**config.mk**
```make
export PLATFORM = sky130hd
export DESIGN_NAME = shot_scheduler
export DESIGN_NICKNAME = d
export VERILOG_FILES = /design/src/rtl/shot_scheduler.sv
export SDC_FILE = /design/constraint.sdc
export NUM_CORES = 1
export LEC_CHECK = 0
export ABC_AREA = 1
export CORE_UTILIZATION = 60
export CTS_CLUSTER_DIAMETER = 200
export DETAILED_ROUTE_END_ITERATION = 8
export DONT_BUFFER_PORTS = 1
export PLACE_DENSITY = 0.76
export SYNTH_ARGS = -nofsm -noshare
export SYNTH_HDL_FRONTEND = slang
export SYNTH_SLANG_ARGS = --single-unit
export TNS_END_PERCENT = 5
```
**constraint.sdc**
```tcl
create_clock -name clk -period 4.45 [get_ports clk]
set_clock_uncertainty 0.2 [all_clocks]
set_input_delay 0.89 -clock clk [delete_from_list [all_inputs] [get_ports clk]]
set_output_delay 0.89 -clock clk [all_outputs]
set_load 0.02 [all_outputs]
```
**src/rtl/shot_scheduler.sv**
```systemverilog
// shot_scheduler: shared projectile slot pool for the tank and the monsters.
// Arbitrates fire requests (tank first, monsters round-robin with one slot
// held back for the tank), advances live projectiles once per game tick,
// retires them at the play-field edges and flags projectile pixels for VGA.
module shot_scheduler #(
    parameter int NUM_MONS = 5,
    parameter int SLOTS    = 4,
    parameter int SPEED    = 4,
    parameter int Y_MIN    = 35,
    parameter int Y_MAX    = 515
) (
    input  logic                     clk,
    input  logic                     rst,
    input  logic                     fire,
    input  logic [9:0]               tank_x,
    input  logic [9:0]               tank_y,
    input  logic [NUM_MONS-1:0]      mons_req,
    input  logic [10*NUM_MONS-1:0]   mons_x,
    input  logic [10*NUM_MONS-1:0]   mons_y,
    input  logic [9:0]               hCount,
    input  logic [9:0]               vCount,
    output logic                     tank_grant,
    output logic [NUM_MONS-1:0]      mons_grant,
    output logic [2:0]               free_cnt,
    output logic                     shot_pix,
    output logic                     bomb_pix
);

    localparam int RW = (NUM_MONS > 1) ? $clog2(NUM_MONS) : 1;

    // Slot state and arbitration registers
    logic                r_fire_q;
    logic [RW-1:0]       r_rr;
    logic [SLOTS-1:0]    r_live;
    logic [SLOTS-1:0]    r_mons_own;
    logic [9:0]          r_x [SLOTS];
    logic [9:0]          r_y [SLOTS];
    logic                r_tank_grant;
    logic [NUM_MONS-1:0] r_mons_grant;
    logic [2:0]          r_free_cnt;

    // Arbitration results
    logic                w_tank_rise;
    logic                w_tank_live;
    logic                w_tank_go;
    logic [NUM_MONS-1:0] w_req_rot;
    logic                w_found;
    logic [RW:0]         w_sum;
    logic [RW-1:0]       w_win;
    logic                w_mons_go;
    logic [NUM_MONS-1:0] w_mons_oh;
    logic [RW-1:0]       w_rr_n;
    logic [9:0]          w_sx;
    logic [9:0]          w_sy;
    logic [SLOTS-1:0]    w_alloc_oh;
    logic                w_free_found;

    // Next slot state
    logic [SLOTS-1:0]    w_live_n;
    logic [SLOTS-1:0]    w_own_n;
    logic [9:0]          w_x_n [SLOTS];
    logic [9:0]          w_y_n [SLOTS];
    logic [2:0]          w_cnt_n;

    // Arbitration: tank priority, monster round-robin, lowest free slot
    always_comb begin
        w_tank_rise = fire & ~r_fire_q;
        w_tank_live = |(r_live & ~r_mons_own);
        w_tank_go   = w_tank_rise && !w_tank_live && (r_free_cnt >= 3'd1);

        // rotate requests so that bit 0 corresponds to monster r_rr
        w_req_rot = '0;
        for (int unsigned k = 0; k < NUM_MONS; k++) begin
            for (int unsigned j = 0; j < NUM_MONS; j++) begin
                if (r_rr == RW'(j))
                    w_req_rot[k] = mons_req[(j + k) % NUM_MONS];
            end
        end

        w_found = 1'b0;
        w_sum   = '0;
        w_win   = '0;
        for (int unsigned k = 0; k < NUM_MONS; k++) begin
            if (!w_found && w_req_rot[k]) begin
                w_found = 1'b1;
                w_sum   = {1'b0, r_rr} + (RW+1)'(k);
                if (w_sum >= (RW+1)'(NUM_MONS))
                    w_sum = w_sum - (RW+1)'(NUM_MONS);
                w_win   = w_sum[RW-1:0];
            end
        end

        w_mons_go = !w_tank_go && w_found && (r_free_cnt >= 3'd2);

        w_mons_oh = '0;
        w_sx      = tank_x;
        w_sy      = tank_y;
        for (int unsigned i = 0; i < NUM_MONS; i++) begin
            if (w_mons_go && (w_win == RW'(i))) begin
                w_mons_oh[i] = 1'b1;
                w_sx         = mons_x[10*i +: 10];
                w_sy         = mons_y[10*i +: 10] + 10'd4;
            end
        end

        w_rr_n = r_rr;
        if (w_mons_go)
            w_rr_n = (w_win == RW'(NUM_MONS - 1)) ? '0 : w_win + RW'(1);

        w_alloc_oh   = '0;
        w_free_found = 1'b0;
        for (int unsigned s = 0; s < SLOTS; s++) begin
            if (!w_free_found && !r_live[s]) begin
                w_free_found = 1'b1;
                w_alloc_oh[s] = w_tank_go || w_mons_go;
            end
        end
    end

    // Spawn, move and retire each slot; count the resulting free slots
    always_comb begin
        w_live_n = r_live;
        w_own_n  = r_mons_own;
        w_x_n    = r_x;
        w_y_n    = r_y;
        for (int unsigned s = 0; s < SLOTS; s++) begin
            if (w_alloc_oh[s]) begin
                w_live_n[s] = 1'b1;
                w_own_n[s]  = w_mons_go;
                w_x_n[s]    = w_sx;
                w_y_n[s]    = w_sy;
            end else if (r_live[s]) begin
                if (!r_mons_own[s]) begin
                    if ({1'b0, r_y[s]} < 11'(Y_MIN + SPEED))
                        w_live_n[s] = 1'b0;
                    else
                        w_y_n[s] = r_y[s] - 10'(SPEED);
                end else begin
                    if ({1'b0, r_y[s]} + 11'(SPEED) > 11'(Y_MAX))
                        w_live_n[s] = 1'b0;
                    else
                        w_y_n[s] = r_y[s] + 10'(SPEED);
                end
            end
        end

        w_cnt_n = '0;
        for (int unsigned s = 0; s < SLOTS; s++) begin
            if (!w_live_n[s])
                w_cnt_n = w_cnt_n + 3'd1;
        end
    end

    // State register; fire_q keeps tracking fire through reset
    always_ff @(posedge clk) begin
        r_fire_q <= fire;
        if (rst) begin
            r_rr         <= '0;
            r_live       <= '0;
            r_mons_own   <= '0;
            r_tank_grant <= 1'b0;
            r_mons_grant <= '0;
            r_free_cnt   <= 3'(SLOTS);
            for (int unsigned s = 0; s < SLOTS; s++) begin
                r_x[s] <= '0;
                r_y[s] <= '0;
            end
        end else begin
            r_rr         <= w_rr_n;
            r_live       <= w_live_n;
            r_mons_own   <= w_own_n;
            r_tank_grant <= w_tank_go;
            r_mons_grant <= w_mons_oh;
            r_free_cnt   <= w_cnt_n;
            r_x          <= w_x_n;
            r_y          <= w_y_n;
        end
    end

    // Pixel hit test against every live slot, split by owner
    always_comb begin
        shot_pix = 1'b0;
        bomb_pix = 1'b0;
        for (int unsigned s = 0; s < SLOTS; s++) begin
            if (r_live[s]
                && ({1'b0, hCount} + 11'd1 >= {1'b0, r_x[s]})
                && ({1'b0, hCount} <= {1'b0, r_x[s]} + 11'd1)
                && ({1'b0, vCount} + 11'd3 >= {1'b0, r_y[s]})
                && ({1'b0, vCount} <= {1'b0, r_y[s]} + 11'd3)) begin
                if (r_mons_own[s])
                    bomb_pix = 1'b1;
                else
                    shot_pix = 1'b1;
            end
        end
    end

    assign tank_grant = r_tank_grant;
    assign mons_grant = r_mons_grant;
    assign free_cnt   = r_free_cnt;

endmodule

```
==> run metrics <==
die area 0.02355 sq mm; post-synthesis register bit count 101; antenna cell count 0; worst path arrival time 3390 ps; Starting Density 0.6099; Port Buf Inserts 0; async set or reset register ratio after synthesis 0; layout cells sized above 1 0.08778; DRT Pass-1 Iters 7; CTS root buf clkbuf_16; post-route antenna net violation count 0; max_cap viols 0; leading cell types in the layout, fill and taps excluded nand2_1 (395), inv_1 (277), ha_1 (223); I/O pin count 159; nets 2501; top_reg_cell synth dfxtp_1; routability cong. 1.020; Clk pwr share 0.069; setup TNS -66.40 ps; Slew @ Worst Pin 740.8 ps; first-pass GRT wire length 69.46 mm; row cnt 55; Detailed Route Iter0 Violations 1353; final setup vio count 2; worst-path fanout max 5; post-route minimum period 4484 ps; Die Wd 153.5 um; Net Sw Frac 0.6116; Routed WL per cell 18.23 um; Tightest Hold Check Type reg2reg; sequential share of power 0.123; CTS buffer count 9; Rel. slew slack 0.5031; PwrDens 751.5 mW/mm^2; Worst IR Drop VDD 1.139 mV; Synth cell types 67; RSZ-0062 raised after global routing yes; Avg Cell Area, Syn 6.612 sq um; commonest non-fill, non-tap cell in the layout nand2_1; Area Overhead vs Synth 9.180%; H-tree levels 3; Setup crit end kind output pin; Total GRT Usage 0.3696; Synth Instances 2082; largest net degree at the start of global routing 41; Hold Vio Cnt, Final 0; Required @ worst endpoint 3360 ps; Tot Pwr 0.01129 W; Util after Layout 0.6659; Reg clk slew, reported paths 70 ps; EDFF count, synth 0; CTS max path bufs 2; Pint 0.004387 W; clock tree sinks 101; status complete, but fails checks; Syn Nets 2469; CP Launch Type input port; Lkg Pwr 7.174 nW; combinational share of power 0.808; Die Span Y 153.5 um; max frequency 223.0 MHz; Via Count 14300; core area 0.02257 sq mm; initial antenna violation count 0; dpl ws -152.3 ps; CTS tree yes; failing checks setup timing; fin worst setup slack -33.92 ps; DP Wirelength 35.16 mm; DRC violations left 0; vias in the first global route 13500; vias per cell 5.949; Yosys warnings 0; cell area after synthesis 0.01377 sq mm; WL final 43.84 mm; Final Cycle Share 1.008; switching power 0.006908 W; Worst-Skew Late Latency 370 ps; Seq/Total Area, Yosys 0.1469; Max Slew Vio Count 0; GRT overflow 0; critical path class in2out
[cell type report]
cell class / instances / area [sq um]
Clock buffer: 10 / 239.0
Clock inverter: 6 / 46.29
Timing Repair Buffer: 79 / 593.1
Fill cell: 2086 / 7541
Inverter: 297 / 1127
Sequential cell: 101 / 2026
Multi-Input combinational cell: 1626 / 10640
Tap cell: 285 / 356.6
[cell usage after synthesis (3+ instances only)]
| master | count | share of area |
|---|---|---|
| nor2_1 | 128 | 0.035 |
| a211oi_1 | 16 | 0.0087 |
| or2_1 | 3 | 0.0014 |
| a32o_1 | 3 | 0.0022 |
| clkbuf_1 | 23 | 0.0063 |
| o41ai_1 | 4 | 0.0025 |
| xnor2_1 | 22 | 0.014 |
| inv_1 | 282 | 0.077 |
| buf_1 | 3 | 0.00082 |
| o21bai_1 | 3 | 0.0016 |
| or2_0 | 10 | 0.0045 |
| nor3_1 | 41 | 0.015 |
| nor2_2 | 3 | 0.0014 |
| o21ai_0 | 132 | 0.048 |
| buf_4 | 3 | 0.0016 |
| a221oi_1 | 3 | 0.0019 |
| fa_1 | 5 | 0.0073 |
| a21oi_1 | 168 | 0.061 |
| o211ai_1 | 4 | 0.0022 |
| or3_1 | 3 | 0.0014 |
| nand3b_1 | 15 | 0.0082 |
| o221ai_1 | 5 | 0.0032 |
| a31oi_1 | 10 | 0.0045 |
| nor4_1 | 11 | 0.0050 |
| nand2_1 | 397 | 0.11 |
| a21oi_2 | 4 | 0.0025 |
| o21ai_1 | 19 | 0.0069 |
| clkinv_1 | 6 | 0.0016 |
| o31ai_1 | 5 | 0.0027 |
| ha_1 | 234 | 0.21 |
| or2_2 | 5 | 0.0023 |
| nor2_4 | 4 | 0.0033 |
| inv_2 | 8 | 0.0022 |
| nand3_1 | 170 | 0.062 |
| dfxtp_1 | 101 | 0.15 |
| xor2_1 | 119 | 0.076 |
| buf_2 | 26 | 0.0095 |
| a21boi_0 | 7 | 0.0038 |
| nand4_1 | 35 | 0.016 |
| nand2_2 | 5 | 0.0023 |
[critical path, cell delays in order]
cell	delay, ps
clkinvlp_4	110
ha_4	200
buf_4	160
nor2_2	130
xnor2_1	170
inv_2	120
buf_4	160
ha_4	220
nand2_1	70
nor2_1	50
a211oi_2	150
a21boi_1	90
o31ai_1	210
inv_1	90
o21ai_2	120
nand3b_1	110
nand4_1	110
nand2_1	50
inv_1	90
nand2_4	90
[path summary, 6_finish.rpt]
check | start | to | slack [ps] | cells after the start
worst min register to register | r_x[9] | r_x[9] | 350 | 2
worst max register to register | r_rr[0] | r_y[14] | 300 | 23
worst max-delay path | vCount[0] | shot_pix | -30 | 20
worst min-delay path | r_x[9] | r_x[9] | 350 | 2
[routing by layer]
metal  vias to the layer above  GRT usage  wire, um
met1                      6512     0.4538     18000
li1                       7036          -         -
met4                         0     0.1886      2210
met3                       138    0.05189      3260
met5                         -          0         0
met2                       616     0.6297     20360
[registers in the layout, summed over array words and instances, names as in the netlist]
| signal | cells |
|---|---|
| r_x | 40 |
| r_y | 40 |
| mons_grant | 5 |
| r_live | 4 |
| r_mons_own | 4 |
| free_cnt | 3 |
| r_rr | 3 |
| r_fire_q | 1 |
| tank_grant | 1 |
[what timing repair did]
action / in CTS / in global routing
hold buffers: 0 / 0
endpoints found under the setup margin: 2 / 82
pin swaps: 10 / 19
setup buffers: 2 / 7
gates resized for setup: 23 / 47
[cell families (layout without fill, tap and decap cells)]
logic type	after synthesis	count (layout)	synth area share
AO/OA/AOI/OAI	397	397	0.1610
flip-flops	101	101	0.1469
AND/OR/NAND/NOR	846	846	0.2787
multiplexers	3	3	0.002272
buffers and inverters	355	392	0.1015
adder cells (fa/ha/maj)	239	239	0.2199
XOR/XNOR	141	141	0.08970
[stage by stage]
step | hold WS, ps | cell area [sq um] | instances
finish | 347.0 | 15030 | 2404
global route | 351.9 | 15030 | 2404
CTS | 350.1 | 14780 | 2397
detailed placement | 330.3 | 14370 | 2379
global placement | 325.4 | 14370 | 2379
floorplan | 302.6 | 13770 | 2082
[power by group through the flow]
stage	combinational (W)	clock (W)	sequential, W
floorplan	0.00602	0	0.00133
global route	0.0100	0.000823	0.00141
finish	0.00913	0.000785	0.00138
detailed placement	0.00877	0	0.00140
CTS	0.00884	0.000790	0.00137
global placement	0.00861	0	0.00139
No activity file was read; power rests on OpenSTA's default activity.
